$ cat config.mk
export PLATFORM = sky130hd
export DESIGN_NAME = exec_sequencer_flat
export DESIGN_NICKNAME = d
export VERILOG_FILES = /design/src/rtl/exec_sequencer_if.sv /design/src/rtl/exec_sequencer.sv /design/src/flat_wrapper.sv
export SDC_FILE = /design/constraint.sdc
export NUM_CORES = 1
export LEC_CHECK = 0
export ABC_AREA = 0
export CORE_UTILIZATION = 36
export DETAILED_ROUTE_END_ITERATION = 6
export PLACE_DENSITY = 0.8
export SLEW_MARGIN = 20
export SYNTH_ARGS = -nofsm -noshare
export SYNTH_HDL_FRONTEND = slang
export SYNTH_SLANG_ARGS = --single-unit
$ cat constraint.sdc
create_clock -name i_clk -period 2 [get_ports i_clk]
set_input_delay 0.6 -clock i_clk [delete_from_list [all_inputs] [get_ports i_clk]]
set_output_delay 0.6 -clock i_clk [all_outputs]
set_load 0.05 [all_outputs]
$ cat src/rtl/exec_sequencer_if.sv
// ----------------------------------------------------------------------------
// exec_sequencer_if
// Command handshake between the debug/UART command decoder and the execution
// sequencer.
//
// Signals (named from the sequencer's point of view):
//   i_cmd_valid  : command present this cycle
//   i_cmd        : 00 nop, 01 run, 10 step, 11 stop
//   o_cmd_ready  : sequencer can take a command; a command is consumed on
//                  any rising edge where i_cmd_valid && o_cmd_ready
//
// Modports:
//   master : command decoder side (drives valid/cmd, observes ready)
//   slave  : sequencer side (observes valid/cmd, drives ready)
// ----------------------------------------------------------------------------
interface exec_sequencer_if;
    logic       i_cmd_valid;
    logic [1:0] i_cmd;
    logic       o_cmd_ready;

    modport master (
        output i_cmd_valid,
        output i_cmd,
        input  o_cmd_ready
    );

    modport slave (
        input  i_cmd_valid,
        input  i_cmd,
        output o_cmd_ready
    );
endinterface

$ cat src/rtl/exec_sequencer.sv
// ----------------------------------------------------------------------------
// exec_sequencer
// Sequences execution of the 5-stage MIPS pipeline for the debug front end.
// Produces the global pipeline-register enable and the PC enable for
// continuous run, single-step and pause. When the HALT instruction word
// shows up in IF, fetch is blocked and the instructions already in flight
// are drained before the block reports halted. An executed-cycle counter
// is kept for the debug readout.
//
// Optional feature macro: BREAKPOINT_EN
//   defined   : RUN stops (enables forced low, back to IDLE) when the PC
//               equals the armed breakpoint address; o_bp_hit pulses.
//   undefined : i_pc, i_bp_addr, i_bp_valid ignored; o_bp_hit tied 0.
//
// Ports:
//   i_clk         : system clock, rising edge
//   i_reset_n     : synchronous reset, active-low
//   cmd_if        : command handshake (exec_sequencer_if.slave)
//   i_if_instr    : instruction currently in IF
//   i_pc          : current PC
//   i_bp_addr     : breakpoint address
//   i_bp_valid    : breakpoint armed
//   o_pipe_enable : clock-enable for all pipeline registers (combinational)
//   o_pc_enable   : PC update enable (combinational)
//   o_step_done   : one-cycle pulse after a single step completes
//   o_halted      : level, HALT fully drained
//   o_bp_hit      : one-cycle pulse on breakpoint stop
//   o_cycle_count : number of cycles with o_pipe_enable=1 (saturating)
//   o_state       : IDLE=0, RUN=1, STEP=2, DRAIN=3, HALTED=4
// ----------------------------------------------------------------------------
module exec_sequencer #(
    parameter int                 PIPE_DEPTH = 5,
    parameter int                 CNT_BITS   = 32,
    parameter int                 INSBITS    = 32,
    parameter logic [INSBITS-1:0] HALT_WORD  = 32'hFFFFFFFF
) (
    input  logic                i_clk,
    input  logic                i_reset_n,
    exec_sequencer_if.slave     cmd_if,
    input  logic [INSBITS-1:0]  i_if_instr,
    input  logic [31:0]         i_pc,
    input  logic [31:0]         i_bp_addr,
    input  logic                i_bp_valid,
    output logic                o_pipe_enable,
    output logic                o_pc_enable,
    output logic                o_step_done,
    output logic                o_halted,
    output logic                o_bp_hit,
    output logic [CNT_BITS-1:0] o_cycle_count,
    output logic [2:0]          o_state
);

    typedef enum logic [2:0] {
        IDLE   = 3'd0,
        RUN    = 3'd1,
        STEP   = 3'd2,
        DRAIN  = 3'd3,
        HALTED = 3'd4
    } state_t;

    localparam logic [1:0] CMD_RUN  = 2'b01;
    localparam logic [1:0] CMD_STEP = 2'b10;
    localparam logic [1:0] CMD_STOP = 2'b11;

    // The drain counter only has to hold PIPE_DEPTH-1.
    localparam int DRAIN_BITS = (PIPE_DEPTH > 1) ? $clog2(PIPE_DEPTH) : 1;
    localparam logic [DRAIN_BITS-1:0] DRAIN_LOAD = DRAIN_BITS'(PIPE_DEPTH - 1);

    state_t                r_state;
    state_t                w_nextState;
    logic [DRAIN_BITS-1:0] r_drainCnt;
    logic [CNT_BITS-1:0]   r_cycleCount;
    logic                  r_stepDone;
    logic                  r_halted;
    logic                  r_bpHit;

    logic w_haltDet;
    logic w_bpHit;
    logic w_cmdReady;
    logic w_cmdAccept;
    logic w_pipeEn;
    logic w_pcEn;

    assign w_haltDet   = (i_if_instr == HALT_WORD);
    assign w_cmdAccept = cmd_if.i_cmd_valid && w_cmdReady;

`ifdef BREAKPOINT_EN
    // Breakpoints only stop free-running execution; HALT wins over them,
    // and STEP ignores them so the user can step off a breakpoint.
    assign w_bpHit = (r_state == RUN) && i_bp_valid && (i_pc == i_bp_addr)
                     && !w_haltDet;
`else
    logic w_unused;
    assign w_unused = ^{i_pc, i_bp_addr, i_bp_valid};
    assign w_bpHit  = 1'b0;
`endif

    // State register.
    always_ff @(posedge i_clk) begin
        if (!i_reset_n) begin
            r_state <= IDLE;
        end else begin
            r_state <= w_nextState;
        end
    end

    // Next-state logic. HALT in IF beats every command, including a stop
    // arriving in the same cycle, so the in-flight instructions always drain.
    always_comb begin
        w_nextState = r_state;
        case (r_state)
            IDLE: begin
                if (w_cmdAccept && cmd_if.i_cmd == CMD_RUN) begin
                    w_nextState = RUN;
                end else if (w_cmdAccept && cmd_if.i_cmd == CMD_STEP) begin
                    w_nextState = STEP;
                end
            end
            RUN: begin
                if (w_haltDet) begin
                    w_nextState = DRAIN;
                end else if (w_bpHit) begin
                    w_nextState = IDLE;
                end else if (w_cmdAccept && cmd_if.i_cmd == CMD_STOP) begin
                    w_nextState = IDLE;
                end
            end
            STEP: begin
                w_nextState = w_haltDet ? DRAIN : IDLE;
            end
            DRAIN: begin
                if (r_drainCnt == '0) begin
                    w_nextState = HALTED;
                end
            end
            HALTED: begin
                if (w_cmdAccept && cmd_if.i_cmd == CMD_STOP) begin
                    w_nextState = IDLE;
                end
            end
            default: begin
                w_nextState = IDLE;
            end
        endcase
    end

    // Output logic. The cycle that fetches HALT still advances the pipe so
    // HALT moves into ID, but the PC is frozen so nothing after it is fetched.
    always_comb begin
        w_pipeEn   = 1'b0;
        w_pcEn     = 1'b0;
        w_cmdReady = 1'b0;
        case (r_state)
            IDLE: begin
                w_cmdReady = 1'b1;
            end
            RUN: begin
                w_pipeEn   = !w_bpHit;
                w_pcEn     = !w_haltDet && !w_bpHit;
                w_cmdReady = !w_haltDet;
            end
            STEP: begin
                w_pipeEn = 1'b1;
                w_pcEn   = !w_haltDet;
            end
            DRAIN: begin
                w_pipeEn = 1'b1;
            end
            HALTED: begin
                w_cmdReady = 1'b1;
            end
            default: begin
                w_pipeEn   = 1'b0;
                w_pcEn     = 1'b0;
                w_cmdReady = 1'b0;
            end
        endcase
    end

    // Drain counter: loaded on entry to DRAIN, counts down to 0 so DRAIN
    // lasts exactly PIPE_DEPTH cycles.
    always_ff @(posedge i_clk) begin
        if (!i_reset_n) begin
            r_drainCnt <= '0;
        end else if (w_nextState == DRAIN && r_state != DRAIN) begin
            r_drainCnt <= DRAIN_LOAD;
        end else if (r_state == DRAIN && r_drainCnt != '0) begin
            r_drainCnt <= r_drainCnt - 1'b1;
        end
    end

    // Registered status outputs and the saturating executed-cycle counter.
    // Leaving HALTED with stop starts a fresh count for the next program.
    always_ff @(posedge i_clk) begin
        if (!i_reset_n) begin
            r_stepDone   <= 1'b0;
            r_halted     <= 1'b0;
            r_bpHit      <= 1'b0;
            r_cycleCount <= '0;
        end else begin
            r_stepDone <= (r_state == STEP) && !w_haltDet;
            r_halted   <= (w_nextState == HALTED);
            r_bpHit    <= w_bpHit;
            if (r_state == HALTED && w_cmdAccept && cmd_if.i_cmd == CMD_STOP) begin
                r_cycleCount <= '0;
            end else if (w_pipeEn && !(&r_cycleCount)) begin
                r_cycleCount <= r_cycleCount + 1'b1;
            end
        end
    end

    assign cmd_if.o_cmd_ready = w_cmdReady;
    assign o_pipe_enable      = w_pipeEn;
    assign o_pc_enable        = w_pcEn;
    assign o_step_done        = r_stepDone;
    assign o_halted           = r_halted;
    assign o_bp_hit           = r_bpHit;
    assign o_cycle_count      = r_cycleCount;
    assign o_state            = r_state;

endmodule

$ cat src/flat_wrapper.sv
// flat-port wrapper written by rule: the top's interface ports become plain ports
module exec_sequencer_flat 
#(
    parameter int                 PIPE_DEPTH = 5,
    parameter int                 CNT_BITS   = 32,
    parameter int                 INSBITS    = 32,
    parameter logic [INSBITS-1:0] HALT_WORD  = 32'hFFFFFFFF
)
  (i_clk, i_reset_n, i_if_instr, i_pc, i_bp_addr, i_bp_valid, o_pipe_enable, o_pc_enable, o_step_done, o_halted, o_bp_hit, o_cycle_count, o_state, cmd_if_i_cmd_valid, cmd_if_i_cmd, cmd_if_o_cmd_ready);
  exec_sequencer_if cmd_if_i ();
  input  logic i_clk;
  input  logic i_reset_n;
  input  logic [INSBITS-1:0] i_if_instr;
  input  logic [31:0] i_pc;
  input  logic [31:0] i_bp_addr;
  input  logic i_bp_valid;
  output logic o_pipe_enable;
  output logic o_pc_enable;
  output logic o_step_done;
  output logic o_halted;
  output logic o_bp_hit;
  output logic [CNT_BITS-1:0] o_cycle_count;
  output logic [2:0] o_state;
  input wire logic [$bits(cmd_if_i.i_cmd_valid)-1:0] cmd_if_i_cmd_valid;
  input wire logic [$bits(cmd_if_i.i_cmd)-1:0] cmd_if_i_cmd;
  output wire logic [$bits(cmd_if_i.o_cmd_ready)-1:0] cmd_if_o_cmd_ready;
  assign cmd_if_i.i_cmd_valid = cmd_if_i_cmd_valid;
  assign cmd_if_i.i_cmd = cmd_if_i_cmd;
  assign cmd_if_o_cmd_ready = cmd_if_i.o_cmd_ready;
  exec_sequencer #(.PIPE_DEPTH(PIPE_DEPTH), .CNT_BITS(CNT_BITS), .INSBITS(INSBITS), .HALT_WORD(HALT_WORD)) u_core (.i_clk(i_clk), .i_reset_n(i_reset_n), .cmd_if(cmd_if_i), .i_if_instr(i_if_instr), .i_pc(i_pc), .i_bp_addr(i_bp_addr), .i_bp_valid(i_bp_valid), .o_pipe_enable(o_pipe_enable), .o_pc_enable(o_pc_enable), .o_step_done(o_step_done), .o_halted(o_halted), .o_bp_hit(o_bp_hit), .o_cycle_count(o_cycle_count), .o_state(o_state));
endmodule
After elaboration in Yosys (flattened, before gate mapping)
Cells that the tools add are included.

word-level totals
  bits in read-only memories = 0
  output and inout bits = 41
  memory bits (writable) = 0
  memories = 0
  bits in latches = 0
  register bits = 40

operators by class
  add/subtract/negate cells = 2
  reductions and logical operators = 22
  eq/ne operators = 11
  shift-type cells = 0
  divide/modulo/power cells = 0
  bitwise gates (word level) = 1
  order comparisons = 0
  multiplexer cells = 12
  multiply operators = 0

operators with widths
  cell                                                    number
  adder 32 x 1 -> 32 bit (second input constant)          1
  == test 32 bit (second input constant)                  1
  AND reduction 32 bit                                    1
  2-to-1 mux 3 bit                                        7
  one-hot mux 3 bit (5 select lines)                      1
  logical AND 1 bit                                       10
  == test 3 x 2 -> 1 bit (second input constant)          3
  OR reduction 2 bit                                      4
  == test 3 bit (second input constant)                   2
  zero test 3 bit                                         2
  == test 2 bit (second input constant)                   2
  == test 3 x 1 -> 1 bit (second input constant)          1
  inequality test 3 x 2 -> 1 bit (second input constant)  1
  nonzero test 3 bit                                      1
  OR reduction 3 bit                                      1
  subtractor 3 x 1 -> 3 bit (second input constant)       1
  == test 2 x 1 -> 1 bit (second input constant)          1
  zero test 1 bit                                         2
  2-to-1 mux 1 bit                                        2
  2-to-1 mux 2 bit                                        1
  one-hot mux 1 bit (2 select lines)                      1
  nonzero test 2 bit                                      1
  inverter 1 bit                                          1

Depth between registers and ports, before layout
  word-level depth = 11
  gate-level depth with buffers = 8
  gate-level depth less buffers = 7

Worst setup path before layout
OpenSTA, ideal clock, no wires.

  path kind = register to register
  from = register u_core.r_state[1], in the netlist u_core.o_state[1]
  to = register u_core.r_cycleCount[24], in the netlist u_core.o_cycle_count[24]
  period minus slack after synthesis = 2.560 ns
  setup time = 0.070 ns
  path buffers = 2
  setup slack = -0.560 ns
  required time = 1.930 ns
  arrival = 2.489 ns
  stages on the path, launching flop included = 9
  path through = dfxtp_1 > buf_2 > o21bai_4 > inv_1 > nand2_1 > a31o_4 > buf_6 > or4_1 > a21oi_1

between the ends
  elaborated cells between the ends (all ways) = 14
  those cells by class = eq/ne: 4; mux: 2; reduce/logical: 8

RTL lines
  item                                                              RTL line               text
  start, declared                                                   exec_sequencer.sv:69   state_t r_state;
  start signal, assigned                                            exec_sequencer.sv:103  r_state <= w_nextState;
  == test 3 x 1 -> 1 bit or == test 3 x 2 -> 1 bit (tied branches)  exec_sequencer.sv:153  case (r_state)
  OR reduction 3 bit (no source line) *                             n/a
  2-to-1 mux 1 bit *                                                exec_sequencer.sv:153
  net o_pipe_enable                                                 flat_wrapper.sv:17     output logic o_pipe_enable;
  logical AND 1 bit *                                               exec_sequencer.sv:206  end else if (w_pipeEn && !(&r_cycleCount)) begin
  end signal, assigned                                              exec_sequencer.sv:207  r_cycleCount <= r_cycleCount + 1'b1;
  end, declared                                                     exec_sequencer.sv:72   logic [CNT_BITS-1:0] r_cycleCount;

Mark *: on every way through the listed nets, which the timed path passes. The rest lies on a longest branch.
A chain may end at the register's enable or synchronous reset.

Worst setup path after layout
  from = input port i_if_instr[28]
  to = output port cmd_if_o_cmd_ready

between the ends
  cells in the longest elaborated chain, start to end = 3

ends and longest elaborated chain
  item                                RTL line               text
  start, declared                     flat_wrapper.sv:13     input logic [INSBITS-1:0] i_if_instr;
  == test 32 bit                      exec_sequencer.sv:84   assign w_haltDet = (i_if_instr == HALT_WORD);
  zero test 1 bit                     exec_sequencer.sv:160  w_cmdReady = !w_haltDet;
  one-hot mux 1 bit (2 select lines)  exec_sequencer.sv:153
  end, declared                       flat_wrapper.sv:26     output wire logic [$bits(cmd_if_i.o_cmd_ready)-1:0] cmd_if_o_cmd_ready;

Every way passes these cells.

==> reports/metrics.csv <==
stage,metric,value,unit
setup_path,r2r_slack,70,ps
clock_tree,cts_tree,yes,
routing,drc_errors,0,
logic_synthesis,yosysWarnings,0,
floorplan,placeableCoreArea,0.00592,mm2
placed_design,place_ws,-619,ps
global_route,grt_start_max_net_pins,20,
clock_tree,cts_max_level,2,
placed_design,gp_congestion,0.786,
sta,whs,492,ps
clock_tree,clock_tree.buffer_depth,2,
sta,min_period,2220,ps
routing,drtIter0Drc,145,
routing,total_wire_length,6440,um
pwr,power_density,431,mW/mm2
logic_synthesis,synthArstFlopShare,0,%
floorplan,overall_die_height,80.3,um
floorplan,floorplan.initialDensity,37.2,%
clock_tree,clockRootBuffer,clkbuf_8,
clock_tree,clock_sink_count,40,
outcome,failed_checks,setup timing,
sta,final.setup.tns,-403,ps
outcome,outcome,finished with violations,
placed_design,dp_hpwl,4490,um
final_layout,flow.area_growth_from_synthesis,53.4,%
logic_synthesis,synth_top_flop_cell,dfxtp_1,
pwr,leakage_power,1.32,nW
setup_path,critPathArrivalTime,1620,ps
sta,setup_viol,2,
logic_synthesis,postSynthCellCount,270,
logic_synthesis,synth_nets,375,
logic_synthesis,synthesis.area,0.00220,mm2
clock_tree,clock_insertion_delay_worst_skew,300,ps
global_route,overflow,0,
global_route,via_count_of_the_first_global_routing_pass,2174,
global_route,gr-usage-all-layers,19.5,%
routing,count_of_tritonroute_iterations_in_the_first_routing_pass,4,
sta,maxClockFrequency,0.451,GHz
sta,skew,11.5,ps
setup_path,worst_r2r_endpoint,u_core.o_cycle_count[31]$_SDFFE_PP0P_,
placed_design,postPlaceCellArea,0.00320,mm2
sta,timing.final.ws_setup,-220,ps
final_layout,postLayoutCellArea,0.00338,mm2
setup_path,endpoint_kind,primary output,
global_route,grt_antenna_before_repair,0,
floorplan,design.die.area,0.00644,mm2
final_layout,final_layout_size_suffix_gt1_share,44.0,%
routing,wire_per_inst,14.1,um
setup_path,crit_fanout,3,
global_route,grt_first_pass_wirelength,9880,um
job,drv.max_cap_violation_count,0,
floorplan,ioPinCount,143,
setup_path,worst-r2r-cell-count,7,
logic_synthesis,edff_count_synth,0,
logic_synthesis,ys_types,45,
sta,report.final.slew_viol_count,0,
logic_synthesis,postSynthRegisterBits,40,
setup_path,data_required_critical_path,1400,ps
routing,post_drt_via_cell_ratio,5.45,
final_layout,antenna_cells_inserted,0,
floorplan,fp.dieW,80.3,um
floorplan,floorplan.rows,28,
setup_path,timing.setup.critical_path_class,input pin to primary output,
min_path,path_category_of_the_worst_min_delay_check,flip-flop to flip-flop,
routing,via_count,2489,
logic_synthesis,seq_area_frac_synth,36.3,%
clock_tree,worst_setup_hold_path_clk_slew,70,ps
routing,final_antenna_net_count,0,
setup_path,cp-start-kind,input pin,
sta,final_hold_violation_count,0,
clock_tree,cts_hold_repair.buffers,0,
setup_path,crit_end,cmd_if_o_cmd_ready,
placed_design,number_of_port_buffers,76,
final_layout,final_core_util,57.1,%
sta,rsz0062_at_grt,true,
sta,fin_crit_sh,111,%
pwr,worst_ir_drop_vdd,0.000236,V
final_layout,layout.nets,486,
setup_path,regToRegStartpoint,u_core.o_cycle_count[6]$_SDFFE_PP0P_,
setup_path,critical_path_source,i_if_instr[28],
clock_tree,cts_inserted_buffers,5,
final_layout,n_fill_cell,540,
logic_synthesis,avgSynthCellArea,8.17,um2
## per-stage QoR
step / power, mW / cells
2_1_floorplan: 0.867 / 270
3_3_place_gp: 0.964 / 437
3_5_place_dp: 0.966 / 437
4_1_cts: 1.48 / 453
5_1_grt: 1.51 / 457
6_report: 1.46 / 457
## cells by family after synthesis
| group | after synthesis | share of synthesized area [%] |
|---|---|---|
| AOI/OAI and AO/OA | 66 | 20.5 |
| xor gates and xnor gates | 4 | 1.59 |
| adders and majority gates | 3 | 1.70 |
| buffers and inverters | 23 | 5.16 |
| DFF | 40 | 36.3 |
| other | 1 | 0.170 |
| and+or+nand+nor | 133 | 34.6 |
## metal layers
metal / part of all wire (%) / global-route usage (%) / vias up / routed length (um)
met5: 0 / 0 / - / 0
met4: 0.78 / 4.46 / 0 / 50
met3: 5.4 / 6.02 / 5 / 347
met2: 49 / 31.6 / 56 / 3170
met1: 45 / 25.1 / 1172 / 2860
li1: - / - / 1256 / -
## power breakdown
part / internal (mW) / leakage (nW) / switching, mW / total, mW
sequential: 0.793 / 0.337 / 0.00228 / 0.795
clock: 0.244 / 0.0412 / 0.286 / 0.530
combinational: 0.0688 / 0.945 / 0.0641 / 0.133
total: 1.11 / 1.32 / 0.352 / 1.46
## cell type report
type	instances	area [um2]	share of cell area [%]
multi-input cells	208	1370	40.6
repair buffers	119	956	28.3
flip-flops and latches	40	845	25.0
well taps	75	93.8	2.77
clock buffers	6	72.6	2.15
inverters	7	30.0	0.888
clock inverters	2	12.5	0.370
## synthesized netlist by cell type (all sizes together) (2+ instances only)
library cell	instances	area (um2)
a21boi	2	15.0
o31ai	15	113
inv	7	26.3
and3	5	32.5
nor3	3	15.0
dfxtp	40	801
nor2b	2	12.5
o211ai	9	67.6
a21oi	24	120
or2	3	21.3
xor2	2	17.5
nand2	32	120
or3	7	43.8
ha	3	37.5
nor2	12	45.0
xnor2	2	17.5
o21ai	8	40.0
nor4	4	31.3
nand3	17	90.1
buf	11	68.8
clkbuf	5	18.8
nand4	14	93.8
or4	22	165
and4	4	35.0
and2	5	31.3
## state kept, by name, indices dropped and copies added, names as in the netlist
register              flops
u_core.o_state            3
u_core.o_cycle_count     32
u_core.o_halted           1
u_core.r_drainCnt         3
u_core.o_step_done        1
## timing repair
item	CTS	global route
gates resized for setup	93	23
gates cloned	0	2
endpoints found under the setup margin	2	16
pin swaps	13	8
setup buffers	8	4
## worst max-delay path, stage by stage
cell      delay, ps
buf_6            60
nand4_1         110
nor4_2          330
nand2_1         160
nand2b_1        130
a21oi_2          70
buf_6           150
## cells in the final DEF, fill, tap and decap left out, types with 2 or more instances in the layout
cell             count
nor4_2               4
buf_2               16
dfxtp_4              4
clkdlybuf4s15_1      2
nand3_1             16
nor2b_1              2
dlygate4sd2_1        3
nand2_1             31
o211ai_1             9
and3_1               4
buf_4               72
clkdlybuf4s50_1      4
a21boi_0             2
or4_1               22
xnor2_1              2
dfxtp_1             13
dfxtp_2             23
or3_1                7
a21oi_1             21
a21oi_2              3
o31ai_1             15
clkbuf_2             4
nor2_1              11
ha_1                 3
inv_1                6
nor3_1               3
and4_1               4
clkinvlp_4           2
buf_6               15
clkbuf_8             5
nand4_1             13
or2_2                2
and2_1               4
xor2_1               2
o21ai_0              8
## how the worst min path moves through the flow
| stage | from | endpoint | slack (ps) | cells past startpoint |
|---|---|---|---|---|
| global placement | u_core.o_cycle_count[20]$_SDFFE_PP0P_ | u_core.o_cycle_count[20]$_SDFFE_PP0P_ | 470 | 2 |
| CTS | u_core.o_cycle_count[19]$_SDFFE_PP0P_ | u_core.o_cycle_count[19]$_SDFFE_PP0P_ | 490 | 2 |
| floorplan | u_core.r_drainCnt[1]$_SDFFE_PP0P_ | u_core.r_drainCnt[1]$_SDFFE_PP0P_ | 510 | 1 |
| finish | u_core.o_cycle_count[19]$_SDFFE_PP0P_ | u_core.o_cycle_count[19]$_SDFFE_PP0P_ | 490 | 2 |
| detailed placement | u_core.o_cycle_count[20]$_SDFFE_PP0P_ | u_core.o_cycle_count[20]$_SDFFE_PP0P_ | 480 | 2 |
| global route | u_core.o_cycle_count[31]$_SDFFE_PP0P_ | u_core.o_cycle_count[31]$_SDFFE_PP0P_ | 510 | 2 |
No activity file was read; power rests on OpenSTA's default activity.
